===== src/rtl/piano_pkg.sv =====
// Shared constants and types for the piano datapath front-end.
package piano_pkg;

  localparam int NUM_KEYS_DEFAULT = 7;
  localparam int NOTE_W           = 4;
  localparam logic [NOTE_W-1:0] NOTE_REST = 4'd0;

  // Short debounce window used when simulating the key path.
  localparam int DEBOUNCE_SIM = 4;

  typedef logic [NOTE_W-1:0] note_t;

endpackage : piano_pkg


===== src/rtl/debounce_cell.sv =====
// Single-bit key conditioner: 2-FF synchroniser, stability counter and
// committed clean level. The clean level only moves after DEBOUNCE_CYCLES
// consecutive synchronised samples that disagree with it.
module debounce_cell
  import piano_pkg::*;
#(
  parameter int DEBOUNCE_CYCLES = 2_000_000,
  parameter int CNT_W           = 21
) (
  input  logic clk,
  input  logic reset,
  input  logic din,
  output logic dout
);

  localparam logic [CNT_W-1:0] CNT_LAST = CNT_W'(DEBOUNCE_CYCLES - 1);

  logic             sync_p0;
  logic             sync_p1;
  logic [CNT_W-1:0] cnt;

  // Bring the asynchronous switch into the clk domain.
  always_ff @(posedge clk or negedge reset) begin
    if (!reset) begin
      sync_p0 <= 1'b0;
      sync_p1 <= 1'b0;
    end else begin
      sync_p0 <= din;
      sync_p1 <= sync_p0;
    end
  end

  // Count disagreeing samples; any agreement restarts the window, and a full
  // window commits the new level. The counter clears on both paths, so it
  // never wraps.
  always_ff @(posedge clk or negedge reset) begin
    if (!reset) begin
      cnt  <= '0;
      dout <= 1'b0;
    end else if (sync_p1 == dout) begin
      cnt <= '0;
    end else if (cnt == CNT_LAST) begin
      cnt  <= '0;
      dout <= sync_p1;
    end else begin
      cnt <= cnt + 1'b1;
    end
  end

endmodule : debounce_cell


===== src/rtl/key_conditioner.sv =====
// Key front-end: debounces every raw key, then derives registered
// press/release strobes and a lowest-key-wins note code for the Controller.
module key_conditioner
  import piano_pkg::*;
#(
  parameter int NUM_KEYS        = NUM_KEYS_DEFAULT,
  parameter int DEBOUNCE_CYCLES = 2_000_000,
  parameter int CNT_W           = 21
) (
  input  logic                clk,
  input  logic                reset,
  input  logic [NUM_KEYS-1:0] keys_raw,
  output logic [NUM_KEYS-1:0] keys_clean,
  output logic [NUM_KEYS-1:0] key_press,
  output logic [NUM_KEYS-1:0] key_release,
  output logic [NOTE_W-1:0]   note_code,
  output logic                note_change
);

  // The 4-bit note code reserves 0 for rest, leaving room for 15 keys.
  if (NUM_KEYS < 1 || NUM_KEYS > 15) begin : g_bad_num_keys
    $error("key_conditioner: NUM_KEYS must be in 1..15");
  end
  if ((64'd1 << CNT_W) <= 64'(DEBOUNCE_CYCLES)) begin : g_bad_cnt_w
    $error("key_conditioner: CNT_W too narrow for DEBOUNCE_CYCLES");
  end

  // Lowest held key wins; its index is reported one-based.
  function automatic note_t lowest_note(input logic [NUM_KEYS-1:0] keys);
    note_t code;
    code = NOTE_REST;
    for (int i = NUM_KEYS - 1; i >= 0; i--) begin
      if (keys[i]) code = NOTE_W'(i + 1);
    end
    return code;
  endfunction

  logic [NUM_KEYS-1:0] prev_clean;
  note_t               note_next;

  for (genvar g = 0; g < NUM_KEYS; g++) begin : g_key
    debounce_cell #(
      .DEBOUNCE_CYCLES(DEBOUNCE_CYCLES),
      .CNT_W          (CNT_W)
    ) u_cell (
      .clk  (clk),
      .reset(reset),
      .din  (keys_raw[g]),
      .dout (keys_clean[g])
    );
  end

  // Encode the current clean levels ahead of the output register.
  always_comb begin
    note_next = lowest_note(keys_clean);
  end

  // Edge strobes and note tracking, all registered one cycle after keys_clean.
  always_ff @(posedge clk or negedge reset) begin
    if (!reset) begin
      prev_clean  <= '0;
      key_press   <= '0;
      key_release <= '0;
      note_code   <= NOTE_REST;
      note_change <= 1'b0;
    end else begin
      prev_clean  <= keys_clean;
      key_press   <= keys_clean & ~prev_clean;
      key_release <= ~keys_clean & prev_clean;
      note_code   <= note_next;
      note_change <= (note_next != note_code);
    end
  end

endmodule : key_conditioner


===== config.mk =====
export PLATFORM = sky130hd
export DESIGN_NAME = key_conditioner
export DESIGN_NICKNAME = d
export VERILOG_FILES = /design/src/rtl/piano_pkg.sv /design/src/rtl/debounce_cell.sv /design/src/rtl/key_conditioner.sv
export SDC_FILE = /design/constraint.sdc
export NUM_CORES = 1
export LEC_CHECK = 0
export ABC_CLOCK_PERIOD_IN_PS = 3500
export BUFFER_PORTS_ARGS = -buffer_cell sky130_fd_sc_hd__clkbuf_2
export CORE_MARGIN = 2
export CORE_UTILIZATION = 50
export DETAILED_ROUTE_END_ITERATION = 6
export HOLD_SLACK_MARGIN = 0.06
export PLACE_DENSITY = 0.67
export REMOVE_ABC_BUFFERS = 1
export SETUP_SLACK_MARGIN = 0.3
export SLEW_MARGIN = 20
export SYNTH_ARGS = -nofsm -noshare
export SYNTH_HDL_FRONTEND = slang
export SYNTH_SLANG_ARGS = --single-unit

===== constraint.sdc =====
create_clock -name clk -period 3.5 [get_ports clk]
set_input_delay 0.35 -clock clk [delete_from_list [all_inputs] [get_ports clk]]
set_output_delay 0.35 -clock clk [all_outputs]
set_load 0.005 [all_outputs]

After elaboration in Yosys (flattened, before gate mapping)
Cells that the tools add are included.

Register bits: 194. Bits in latches: 0. Memory bits (writable): 0. ROM bits: 0. Memories kept: 0.

Add/subtract/negate cells: 7. Multipliers: 0. Divide/modulo/power cells: 0. $lt $le $gt $ge: 0. Equal/unequal tests: 15. Shifts and indexed selects: 0. Multiplexer cells: 21. Bitwise operators: 11. Reduce and logical (&&, ||, !) cells: 7.

Operators by type and width (number): $mux W21 (14); $add A21 B1 Y21 const B (7); $eq A21 B21 Y1 const B (7); $mux W4 (5); $and A7 B7 Y7 (2); $not A7 Y7 (2); $reduce_and A2 Y1 (7); $eq A1 B1 Y1 (7); $not A1 Y1 (7); $mux W3 (2); $ne A4 B4 Y1 (1).

Longest topological paths before layout
Gate-level depths: netlist of run 1.

Depth in word-level cells: 8. Gate-level depth with buffers: 8.

By module
A second synthesis of run 1 with hierarchy kept.

Cell total of the unflattened synthesis: 899. Area, all modules: 9177.6 µm².

Modules (own cells, without submodules): debounce_cell (instances 7, cells each 120, area each 1188.6 µm², sequential area each 600.6 µm²); key_conditioner (instances 1, cells each 59, area each 857.1 µm², sequential area each 625.6 µm²).

Least setup slack after synthesis of run 1
Ideal clock, no wire load.

Path type: register to register. Start point: register g_key[3].u_cell.cnt[14]. End point: register g_key[3].u_cell.cnt[12]. Setup time: 0.119 ns. Arrival: 1.634 ns. Setup slack: 1.747 ns. Stages on the path, launching flop included: 8. Path buffers: 2. Period minus slack after synthesis: 1.753 ns. Path through: dfrtp_1 nor4b_2 nand2_1 or4_1 nand2b_1 buf_6 buf_6 nor2_1.

Longest elaborated chain between the ends: 3.

RTL lines: start, declared (line debounce_cell.sv:20) `logic [CNT_W-1:0] cnt;`; start signal, assigned (line debounce_cell.sv:46) `cnt <= cnt + 1'b1;`; $eq A21 B21 Y1 (line debounce_cell.sv:42) `end else if (cnt == CNT_LAST) begin`; $mux W21 (line debounce_cell.sv:42); $mux W21 (line debounce_cell.sv:40) `end else if (sync_p1 == dout) begin`.

Every way passes these cells. A chain may end at the register's enable or synchronous reset.

Worst setup path after layout of run 1
Start point: register g_key[3].u_cell.cnt[12]. End point: register g_key[3].u_cell.cnt[0].

Same word-level chain as after synthesis.

==> reports/qor.yml, run 1 <==
outcome:
  outcome: "completed"
setup_path:
  critPathCaptureType: "register"
  worstPathCellList: "nor4_1 -> nand2_1 -> or4_1 -> nand2b_1 -> nor2_1"
  slowest_delay_ps: 550
  worstSetupPathType: "reg2reg"
  critPathArrivalTime_ps: 2410
  crit_path_top_delay_cell: "or4_1"
  crit_family: "simple AND/OR/NAND/NOR gates"
  timing.critical_path.buf_inv: 0
  cp.required_ps: 3780
  cp_max_fo: 19
  startpoint_type: "register"
cells_and_area:
  nNetsFinal: 877
  syn_to_final_growth_pct: 10.9
  num-fill-cells: 1521
  finish.utilization_pct: 56.1
  drive_above_1_share_pct: 9.75
  multiInputGateArea_mm2: 0.00356
  antenna_cells: 0
  final_cell_mix: "dfrtp_1 (193), nor2_1 (180), xor2_1 (83)"
  regArea_mm2: 0.00483
  mostFrequentLayoutCell: "dfrtp_1"
cts:
  cts.sinks: 193
  cts_buffer_depth: 2
  cts_buffers: 17
  cts_resized: 0
  htree_levels: 4
  root_buffer: "clkbuf_16"
  postCtsSetupBuffers: 0
  clk_pin_slew_ps: 60
  cts_tree: "done"
  ctsHoldBuffers: 7
  worst_skew_pair.late_latency_ps: 430
floorplan:
  start_util_pct: 50.6
  die_w_um: 135
  design.die.area_mm2: 0.0183
  io_pins: 35
  num_rows: 48
  fp.coreArea_mm2: 0.0171
  die_h_um: 135
power:
  switching_share_pct: 21.3
  switchingPower_uw: 902
  p_clk_share_pct: 43.0
  p_leak_uw: 0.00421
  p_per_area_mw_per_mm2: 442
  cell_internal_pwr_uw: 3320
  seqPwrFrac_pct: 54.1
  ir_drop_mv: 0.377
  comb_power_share_pct: 3.0
global_routing:
  antenna_found_initial: 0
  grt_max_degree: 107
  gr-total-overflow: 0
  track_usage_pct: 17.7
  grt_pass1_wl_mm: 26.0
  grt_pass1_vias: 5579
route:
  ant_nets: 0
  drt_wl_total_mm: 14.7
  first_iter_violations: 355
  via_per_inst: 5.12
  firstDrtPassIters: 4
  wl_per_cell_um: 13.4
  route.detailed.drc: 0
  vias: 5620
logic_synthesis:
  synth_area_per_cell_um2: 10.5
  yosys.area.top_type_share_pct: 56.0
  synth_area_mm2: 0.00863
  yosys.area.top_type: "dfrtp_1"
  ys_seq_area_share_pct: 56.0
  ys_ff_latch: 193
  ys_types: 41
  synthTopCellsByArea: "dfrtp_1 (56%), xor2_1 (8.4%), nor2_1 (7.8%)"
  netlist_instances: 823
  yosys_warnings: 0
min_path:
  hold_path_class: "in2async"
sta:
  worst_slew_pin_slew_ps: 831
  finalCriticalPeriod_ps: 2140
  fmax_mhz: 468
  hold_viol: 0
  finalSetupViolCount: 0
  fin_skew_ps: 8.94
  slew_violations: 0
  relSlewSlack_pct: 44.1
  rsz0062_at_grt: "no"
  setup_tns_ps: 0
  finalCritPeriodShare_pct: 61.1
placement:
  globalplace.congestion: 0.806
  portBuffers: 33
  hpwl_mm: 9.74
run:
  drv_cap: 0
[worst register-to-register path: cells and delay by family (launching register included)]
family,cells,cell delay [ps]
and+or+nand+nor,5,1570
DFF,1,420
[layout make-up]
type	instances	area share [%]
clock buffer	22	4.96
timing repair buffer	42	2.84
sequential	193	50.5
inverter	20	0.785
multi-input combinational	587	37.2
tap	225	2.94
clock inverter	8	0.837
[metal layers]
metal  track usage (%)  up-vias  routed length, µm
met1              24.1     2740               7050
met4              4.86        0                 83
met3              4.49        7                588
li1                  -     2807                  -
met2              28.3       66               7000
met5                 0        -                  0
[cells by family (layout without fill, tap and decap cells)]
| group | Yosys count | after routing | synth area share, % |
|---|---|---|---|
| muxes | 5 | 5 | 0.652 |
| AOI/OAI and AO/OA | 8 | 8 | 0.609 |
| adders and majority gates | 7 | 7 | 1.01 |
| other | 1 | 1 | 0.0435 |
| buffers and inverters | 43 | 92 | 2.81 |
| and+or+nand+nor | 423 | 423 | 24.4 |
| DFF | 193 | 193 | 56.0 |
| xor gates and xnor gates | 143 | 143 | 14.5 |
[flip-flops by register name, indices dropped and copies added, names as in the netlist]
name	cells
g_key.u_cell.cnt	147
g_key.u_cell.dout	7
g_key.u_cell.sync_p0	7
g_key.u_cell.sync_p1	7
key_press	7
key_release	7
note_change	1
note_code	3
prev_clean	7
[per-stage QoR]
step	setup WS, ps	hold WS, ps	power, µW	std cells	cell area [µm²]
finish	1360	37.8	4230	1097	9570
global route	1170	106	4400	1097	9570
CTS	1320	64.7	4290	1097	9570
detailed placement	1340	335	2450	1060	8940
global placement	1410	333	2450	1060	8940
floorplan	1640	54.4	2380	800	8460
[power groups by stage]
| stage | sequential (µW) | clock (µW) | combinational (µW) |
|---|---|---|---|
| 3_5_place_dp | 2330 | 0 | 127 |
| 5_1_grt | 2290 | 1960 | 150 |
| 4_1_cts | 2280 | 1880 | 133 |
| 3_3_place_gp | 2330 | 0 | 126 |
| 6_report | 2280 | 1820 | 126 |
| 2_1_floorplan | 2320 | 0 | 57.4 |
[final timing paths]
kind	startpoint	to	slack, ps	cells after the start
min	reset	g_key[2].u_cell.cnt[14]$_DFF_PN0_	40	1
max in group asynchronous	reset	g_key[3].u_cell.cnt[17]$_DFF_PN0_	2540	2
min reg2reg	g_key[6].u_cell.sync_p0$_DFF_PN0_	g_key[6].u_cell.sync_p1$_DFF_PN0_	350	0
min in group clk	g_key[6].u_cell.sync_p0$_DFF_PN0_	g_key[6].u_cell.sync_p1$_DFF_PN0_	350	0
max	g_key[3].u_cell.cnt[12]$_DFF_PN0_	g_key[3].u_cell.cnt[0]$_DFF_PN0_	1360	5
max reg2reg	g_key[3].u_cell.cnt[12]$_DFF_PN0_	g_key[3].u_cell.cnt[0]$_DFF_PN0_	1360	5
[synthesized netlist by cell type, drive strengths merged]
cell and number:
nand3 64, nor4b 9, clkbuf 2, or4 3, nor2 181, a21oi 3, o31ai 1, ha 7
nand4b 3, inv 20, conb 1, or2 8, nor3 12, nor3b 2, nand2b 3, and3 13
o21ai 3, or3 2, dfrtp 193, xnor2 60, nand2 51, buf 21, nor4 15, mux2 5
nor2b 13, nand4 24, xor2 83, and4 13, nor4bb 2, nand3b 5, a2111oi 1
(Power assumes the default switching activity.)
==> inputs of run 2 (changes only) <==
- ABC_AREA: not set -> 1
- ABC_CLOCK_PERIOD_IN_PS: 3500 -> 1900
- PLACE_DENSITY: 0.67 -> 0.69
- clock period: 3.5 -> 1.9 ns (I/O delays scaled with it)
==> reports/qor.yml, run 2 <==
floorplan:
  num_rows: 51  # +6.3%
  design.die.area_mm2: 0.0210  # +15%
  die_w_um: 145  # +7.1%
  die_h_um: 145  # +7.1%
  fp.coreArea_mm2: 0.0195  # +14%
  start_util_pct: 51.1  # +0.50 points
  io_pins: 35  # unchanged
power:
  p_per_area_mw_per_mm2: 700  # +58%
  ir_drop_mv: 0.611  # +62%
  p_leak_uw: 0.00531  # +26%
sta:
  rsz0062_at_grt: "yes"
  setup_tns_ps: 0  # unchanged
  hold_viol: 0  # unchanged
  fmax_mhz: 675  # +44%
  fin_skew_ps: 10.2  # +1.21 ps
  setup_slack_ps: 419  # -943 ps
  slew_violations: 0  # unchanged
  finalSetupViolCount: 0  # unchanged
  finalCritPeriodShare_pct: 77.9  # +17 points
  finalCriticalPeriod_ps: 1480  # -657 ps
route:
  via_per_inst: 4.84  # -5.6%
  wl_per_cell_um: 12.3  # -8.4%
  firstDrtPassIters: 5  # +1
  vias: 7796  # +39%
  first_iter_violations: 400  # +13%
  drt_wl_total_mm: 19.8  # +35%
  ant_nets: 0  # unchanged
  route.detailed.drc: 0  # unchanged
setup_path:
  timing.critical_path.buf_inv: 2  # +2
  crit_path_top_delay_cell: "dfrtp_1"
  cp_max_fo: 6  # -13
  critPathArrivalTime_ps: 1810  # -600 ps
  cpMostUsedCell: "nand2_1"
  r2r_slack_ps: 420  # -940 ps
  startpoint_type: "register"
  worstSetupPathType: "reg2reg"
  crit_family: "simple AND/OR/NAND/NOR gates"
  reg2regPathDepth: 10  # +5
  r2r_end: "g_key[6].u_cell.cnt[14]$_DFF_PN0_"
  cp.required_ps: 2230  # -1550 ps
  r2r-start: "g_key[6].u_cell.cnt[0]$_DFF_PN0_"
  critPathCaptureType: "register"
  worstPathCellList: "ha_1 -> nand2_1 -> inv_2 -> nand2_1 -> nor2_2 -> nand3_2 -> nand2_4 -> inv_2 -> nand2_1 -> nor2_1"
  slowest_delay_ps: 390  # -160 ps
logic_synthesis:
  ys_seq_area_share_pct: 48.6  # -7.4 points
  yosys.area.top_type: "dfrtp_1"
  synthTopCellsByArea: "dfrtp_1 (49%), nor2_1 (11%), nand2_1 (11%)"
  synth_area_mm2: 0.00994  # +15%
  yosys_most_used_dff: "dfrtp_1"
  yosys-top-cells-count: "nor2_1 (301), nand2_1 (287), dfrtp_1 (193), inv_1 (140), nand3_1 (51)"
  ys_ff_latch: 193  # unchanged
  yosys_warnings: 0  # unchanged
  synthArstFlopShare_pct: 100  # unchanged
  netlist_instances: 1259  # +53%
  synth_most_common_cell: "nor2_1"
  synth_area_per_cell_um2: 7.90  # -25%
  synth_edf_count: 0  # unchanged
  yosys.area.top_type_share_pct: 48.6  # -7.4 points
  ys_types: 32  # -22%
cells_and_area:
  largest-register: "g_key.u_cell.cnt"
  mostFrequentLayoutCell: "nor2_1"
  finish.utilization_pct: 58.1  # +2.0 points
  antenna_cells: 0  # unchanged
  final_cell_mix: "nor2_1 (299), nand2_1 (287), dfrtp_1 (193)"
  drive_above_1_share_pct: 15.4  # +5.7 points
  syn_to_final_growth_pct: 13.8
  nNetsFinal: 1350  # +54%
  largest_reg_flops: 147  # unchanged
min_path:
  hold_path_class: "in2async"
cts:
  cts.sinks: 193  # unchanged
  cts_buffers: 17  # unchanged
  clk_pin_slew_ps: 70  # about the same
  cts_tree: "done"
  worst_skew_pair.late_latency_ps: 440  # about the same
  root_buffer: "clkbuf_16"
  htree_levels: 4  # unchanged
  cts_buffer_depth: 2  # unchanged
global_routing:
  grt_max_degree: 76  # -29%
  gr-total-overflow: 0  # unchanged
  antenna_found_initial: 0  # unchanged
  track_usage_pct: 19.7  # +2.1 points
  grt_pass1_wl_mm: 34.3  # +32%
  grt_pass1_vias: 7381  # +32%
run:
  drv_cap: 0  # unchanged
placement:
  hpwl_mm: 14.2  # +46%
  portBuffers: 33  # unchanged
  globalplace.congestion: 0.862  # +6.9%
  pre_cts_ws_ps: 333  # -1010 ps
outcome:
  outcome: "completed"
[run 2: changes by cell type after synthesis, moves of 14 or more]
cell	delta
nand2_1	+236
nor2_1	+121
inv_1	+120
xor2_1	-58
xnor2_1	-36
nand2_2	+25
nor3_1	+25
a21oi_1	+18
nor2_2	+18
nor2_4	+18
nand3_2	+15
inv_2	+14
[run 2: repair_timing]
action / 4_1_cts / 5_1_grt
endpoints found under the setup margin: 0 / 30
resized for setup: 0 / 20
hold buffers: 8 / 0
endpoints found under the hold margin: 200 / 0
buffers inserted: 0 / 14
[run 2: metrics by stage]
stage | cell area (µm²) | std cells | power (µW) | hold WS (ps)
2_1_floorplan | 9880 | 1250 | 4400 | -106
4_1_cts | 11100 | 1598 | 8000 | 169
6_report | 11300 | 1612 | 7920 | 180
3_3_place_gp | 10500 | 1558 | 4550 | 75.7
3_5_place_dp | 10500 | 1558 | 4550 | 76.1
5_1_grt | 11300 | 1612 | 8250 | 199
[run 2: final cells by class]
cell class	instances	area, µm²
Sequential cell	193	4830
Timing Repair Buffer	65	459
Multi-Input combinational cell	899	4540
Clock buffer	18	439
Tap cell	265	332
Fill cell	1757	8150
Clock inverter	14	115
Inverter	158	603
[run 2: worst reg2reg max path, delay by kind of cell, from the launching register on]
kind | cells | cell delay [ps]
flip-flops | 1 | 390
AND/OR/NAND/NOR | 7 | 660
buffers and inverters | 2 | 160
adder cells (fa/ha/maj) | 1 | 180
[run 2: worst max path at each step]
stage | depth (start not counted) | end | start
floorplan | 6 | g_key[1].u_cell.cnt[18]$_DFF_PN0_ | g_key[1].u_cell.dout$_DFFE_PN0P_
global placement | 10 | g_key[1].u_cell.cnt[15]$_DFF_PN0_ | g_key[1].u_cell.cnt[0]$_DFF_PN0_
detailed placement | 10 | g_key[6].u_cell.cnt[14]$_DFF_PN0_ | g_key[6].u_cell.cnt[0]$_DFF_PN0_
CTS | 10 | g_key[6].u_cell.cnt[14]$_DFF_PN0_ | g_key[6].u_cell.cnt[0]$_DFF_PN0_
global route | 9 | g_key[1].u_cell.cnt[20]$_DFF_PN0_ | g_key[1].u_cell.cnt[0]$_DFF_PN0_
finish | 10 | g_key[6].u_cell.cnt[14]$_DFF_PN0_ | g_key[6].u_cell.cnt[0]$_DFF_PN0_
[run 2: kinds of logic (layout without fill, tap and decap cells)]
| kind of cell | Yosys count | in the layout | synth area share [%] |
|---|---|---|---|
| compound gates | 38 | 38 | 2.05 |
| xor+xnor | 55 | 55 | 5.30 |
| fa+ha+maj | 7 | 7 | 0.881 |
| buf+inv | 167 | 255 | 6.71 |
| flops | 193 | 193 | 48.6 |
| other cells | 1 | 1 | 0.0377 |
| simple gates | 798 | 798 | 36.5 |
[run 2: power by group]
part / switching (µW) / internal (µW) / total (µW)
registers: 43.8 / 4160 / 4200
logic: 193 / 106 / 299
clock network: 1660 / 1760 / 3420
[run 2: layer usage]
layer	wire [µm]	track usage (%)
met1	9480	26.9
met2	9410	32.1
met3	651	4.25
met4	263	5.35
met5	0	0
==> inputs of run 3 (changes only) <==
- ABC_CLOCK_PERIOD_IN_PS: 1900 -> 1500
- PLACE_DENSITY: 0.69 -> 0.67
- clock period: 1.9 -> 1.5 ns (I/O delays scaled with it)
==> reports/qor.yml, run 3 (synthesis gave the netlist of run 2 again) <==
outcome:
  outcome: "finished, violations left"
  violations: "setup timing"
sta:
  relSlewSlack_pct: 65.7
  finalCriticalPeriod_ps: 1500  # +20.5 ps
  rsz0062_at_grt: "yes"
  finalSetupViolCount: 1  # +1
  fin_skew_ps: 7.95  # -2.20 ps
  setup_slack_ps: -1.28  # -421 ps
  finalCritPeriodShare_pct: 100  # +22 points
  hold-worst-slack_ps: 202  # +22.2 ps
  hold_viol: 0  # unchanged
  fmax_mhz: 666  # -1.4%
  slew_violations: 0  # unchanged
  worst_slew_pin_slew_ps: 510
  setup_tns_ps: -1.28  # -1.28 ps
cells_and_area:
  nNetsFinal: 1475  # +9.3%
  antenna_cells: 0  # unchanged
  multiInputGateArea_mm2: 0.00593  # +31%
  num-fill-cells: 1336  # -24%
  largest-register: "g_key.u_cell.cnt"
  syn_to_final_growth_pct: 42.3
  drive_above_1_share_pct: 41.6  # +26 points
  regArea_mm2: 0.00486  # +0.65%
  final_cell_mix: "nor2_1 (223), nand2_1 (208), dfrtp_1 (168)"
  largest_reg_flops: 147  # unchanged
  mostFrequentLayoutCell: "nor2_1"
  final_area_mm2: 0.0142  # +25%
cts:
  clk_pin_slew_ps: 70  # about the same
  worst_skew_pair.late_latency_ps: 440  # about the same
  cts_tree: "done"
  htree_levels: 4  # unchanged
  cts_buffers: 17  # unchanged
  root_buffer: "clkbuf_16"
  cts.sinks: 193  # unchanged
  cts_buffer_depth: 2  # unchanged
setup_path:
  r2r_slack_ps: -1  # -420 ps
  reg2regPathDepth: 8  # -2
  worstSetupPathType: "reg2reg"
  r2r-start: "g_key[2].u_cell.cnt[0]$_DFF_PN0_"
  critPathCaptureType: "register"
  critPathArrivalTime_ps: 1830  # +20 ps
  r2r_end: "g_key[2].u_cell.cnt[18]$_DFF_PN0_"
  startpoint_type: "register"
  cp_max_fo: 7  # +1
  cp.required_ps: 1830  # -400 ps
power:
  switching_share_pct: 22.5  # -1.5 points
  total_power_uw: 10900  # +37%
  p_clk_share_pct: 44.2  # +1.0 points
  p_per_area_mw_per_mm2: 767  # +9.6%
  comb_power_share_pct: 6.6  # +2.8 points
  p_leak_uw: 0.00647  # +22%
  ir_drop_mv: 0.834  # +36%
  seqPwrFrac_pct: 49.2  # -3.8 points
  switchingPower_uw: 2450  # +29%
  cell_internal_pwr_uw: 8410  # +40%
min_path:
  hold_path_class: "in2async"
route:
  ant_nets: 0  # unchanged
  drt_wl_total_mm: 25.4  # +28%
  via_per_inst: 5.05  # +4.4%
  vias: 8768  # +12%
  route.detailed.drc: 0  # unchanged
  first_iter_violations: 578  # +45%
  firstDrtPassIters: 5  # unchanged
  wl_per_cell_um: 14.6  # +19%
global_routing:
  gr-total-overflow: 0  # unchanged
  track_usage_pct: 22.0  # +2.2 points
  use_met3_pct: 4.28  # +0.031 points
  top_usage_layer: "met2"
  grt_pass1_wl_mm: 38.1  # +11%
  grt_max_degree: 57  # -25%
  antenna_found_initial: 0  # unchanged
  grt_pass1_vias: 8351  # +13%
  met1_usage_pct: 28.1  # +1.2 points
  grt_use_met2_pct: 37.7  # +5.5 points
floorplan:
  die_h_um: 145  # unchanged
  io_pins: 35  # unchanged
  design.die.area_mm2: 0.0210  # unchanged
  fp.coreArea_mm2: 0.0195  # unchanged
  start_util_pct: 51.1  # unchanged
  die_w_um: 145  # unchanged
  num_rows: 51  # unchanged
placement:
  placed_cell_area_mm2: 0.0107  # +1.6%
  portBuffers: 33  # unchanged
  hpwl_mm: 14.4  # +1.0%
  globalplace.congestion: 0.875  # +1.5%
run:
  drv_cap: 0  # unchanged
-- run 3: per-stage QoR --
step | instances | utilization, % | setup slack [ps]
2_1_floorplan | 1250 | - | 14.3
3_3_place_gp | 1579 | 54.7 | 54.7
3_5_place_dp | 1579 | 54.7 | 4.54
4_1_cts | 1678 | 64.3 | 91.5
5_1_grt | 1736 | 72.7 | -96.7
6_report | 1736 | 72.7 | -1.28
-- run 3: per-layer routing --
| metal | share of wire [%] | vias to the layer above |
|---|---|---|
| met5 | 0 | - |
| met1 | 42 | 4231 |
| li1 | - | 4287 |
| met4 | 2.3 | 0 |
| met2 | 52 | 202 |
| met3 | 3.9 | 48 |
-- run 3: layout make-up --
cell class	instances	area share, %
well taps	265	2.34
repair buffers	190	12.5
clock inverters	9	0.911
multi-input cells	899	41.9
clock buffers	22	3.49
flip-flops and latches	193	34.3
inverters	158	4.53
-- run 3: worst max-delay path by stage --
stage / from / endpoint / depth (start not counted)
6_report: g_key[2].u_cell.cnt[0]$_DFF_PN0_ / g_key[2].u_cell.cnt[18]$_DFF_PN0_ / 8
5_1_grt: g_key[1].u_cell.cnt[0]$_DFF_PN0_ / g_key[1].u_cell.cnt[20]$_DFF_PN0_ / 9
4_1_cts: g_key[5].u_cell.cnt[1]$_DFF_PN0_ / g_key[5].u_cell.cnt[16]$_DFF_PN0_ / 9
3_5_place_dp: g_key[6].u_cell.cnt[1]$_DFF_PN0_ / g_key[6].u_cell.cnt[15]$_DFF_PN0_ / 10
3_3_place_gp: g_key[1].u_cell.cnt[1]$_DFF_PN0_ / g_key[1].u_cell.cnt[18]$_DFF_PN0_ / 10
2_1_floorplan: g_key[1].u_cell.dout$_DFFE_PN0P_ / g_key[1].u_cell.cnt[18]$_DFF_PN0_ / 6
-- run 3: power by group through the flow --
stage	clock, µW	combinational [µW]	sequential (µW)
final	4800	715	5340
after global placement	0	362	5410
after floorplan	0	160	5410
after detailed placement	0	365	5420
after CTS	4860	527	5320
after global routing	5090	788	5350
-- run 3: worst max-delay path, cell delays in order, from the launching register on --
cell and delay (ps):
dfrtp_2 430, ha_4 160, nand2_4 80, nor3_4 200
nand3_2 170, nand2_4 200, inv_8 70, nand2_2 50
nor2_1 30
-- run 3: repair_timing --
| action | 4_1_cts | 5_1_grt |
|---|---|---|
| hold buffers | 8 | 0 |
| setup endpoints to repair | 145 | 161 |
| pin swaps | 72 | 130 |
| endpoints found under the hold margin | 200 | 0 |
| cloned | 0 | 1 |
| buffers inserted | 60 | 57 |
| gates resized for setup | 187 | 309 |
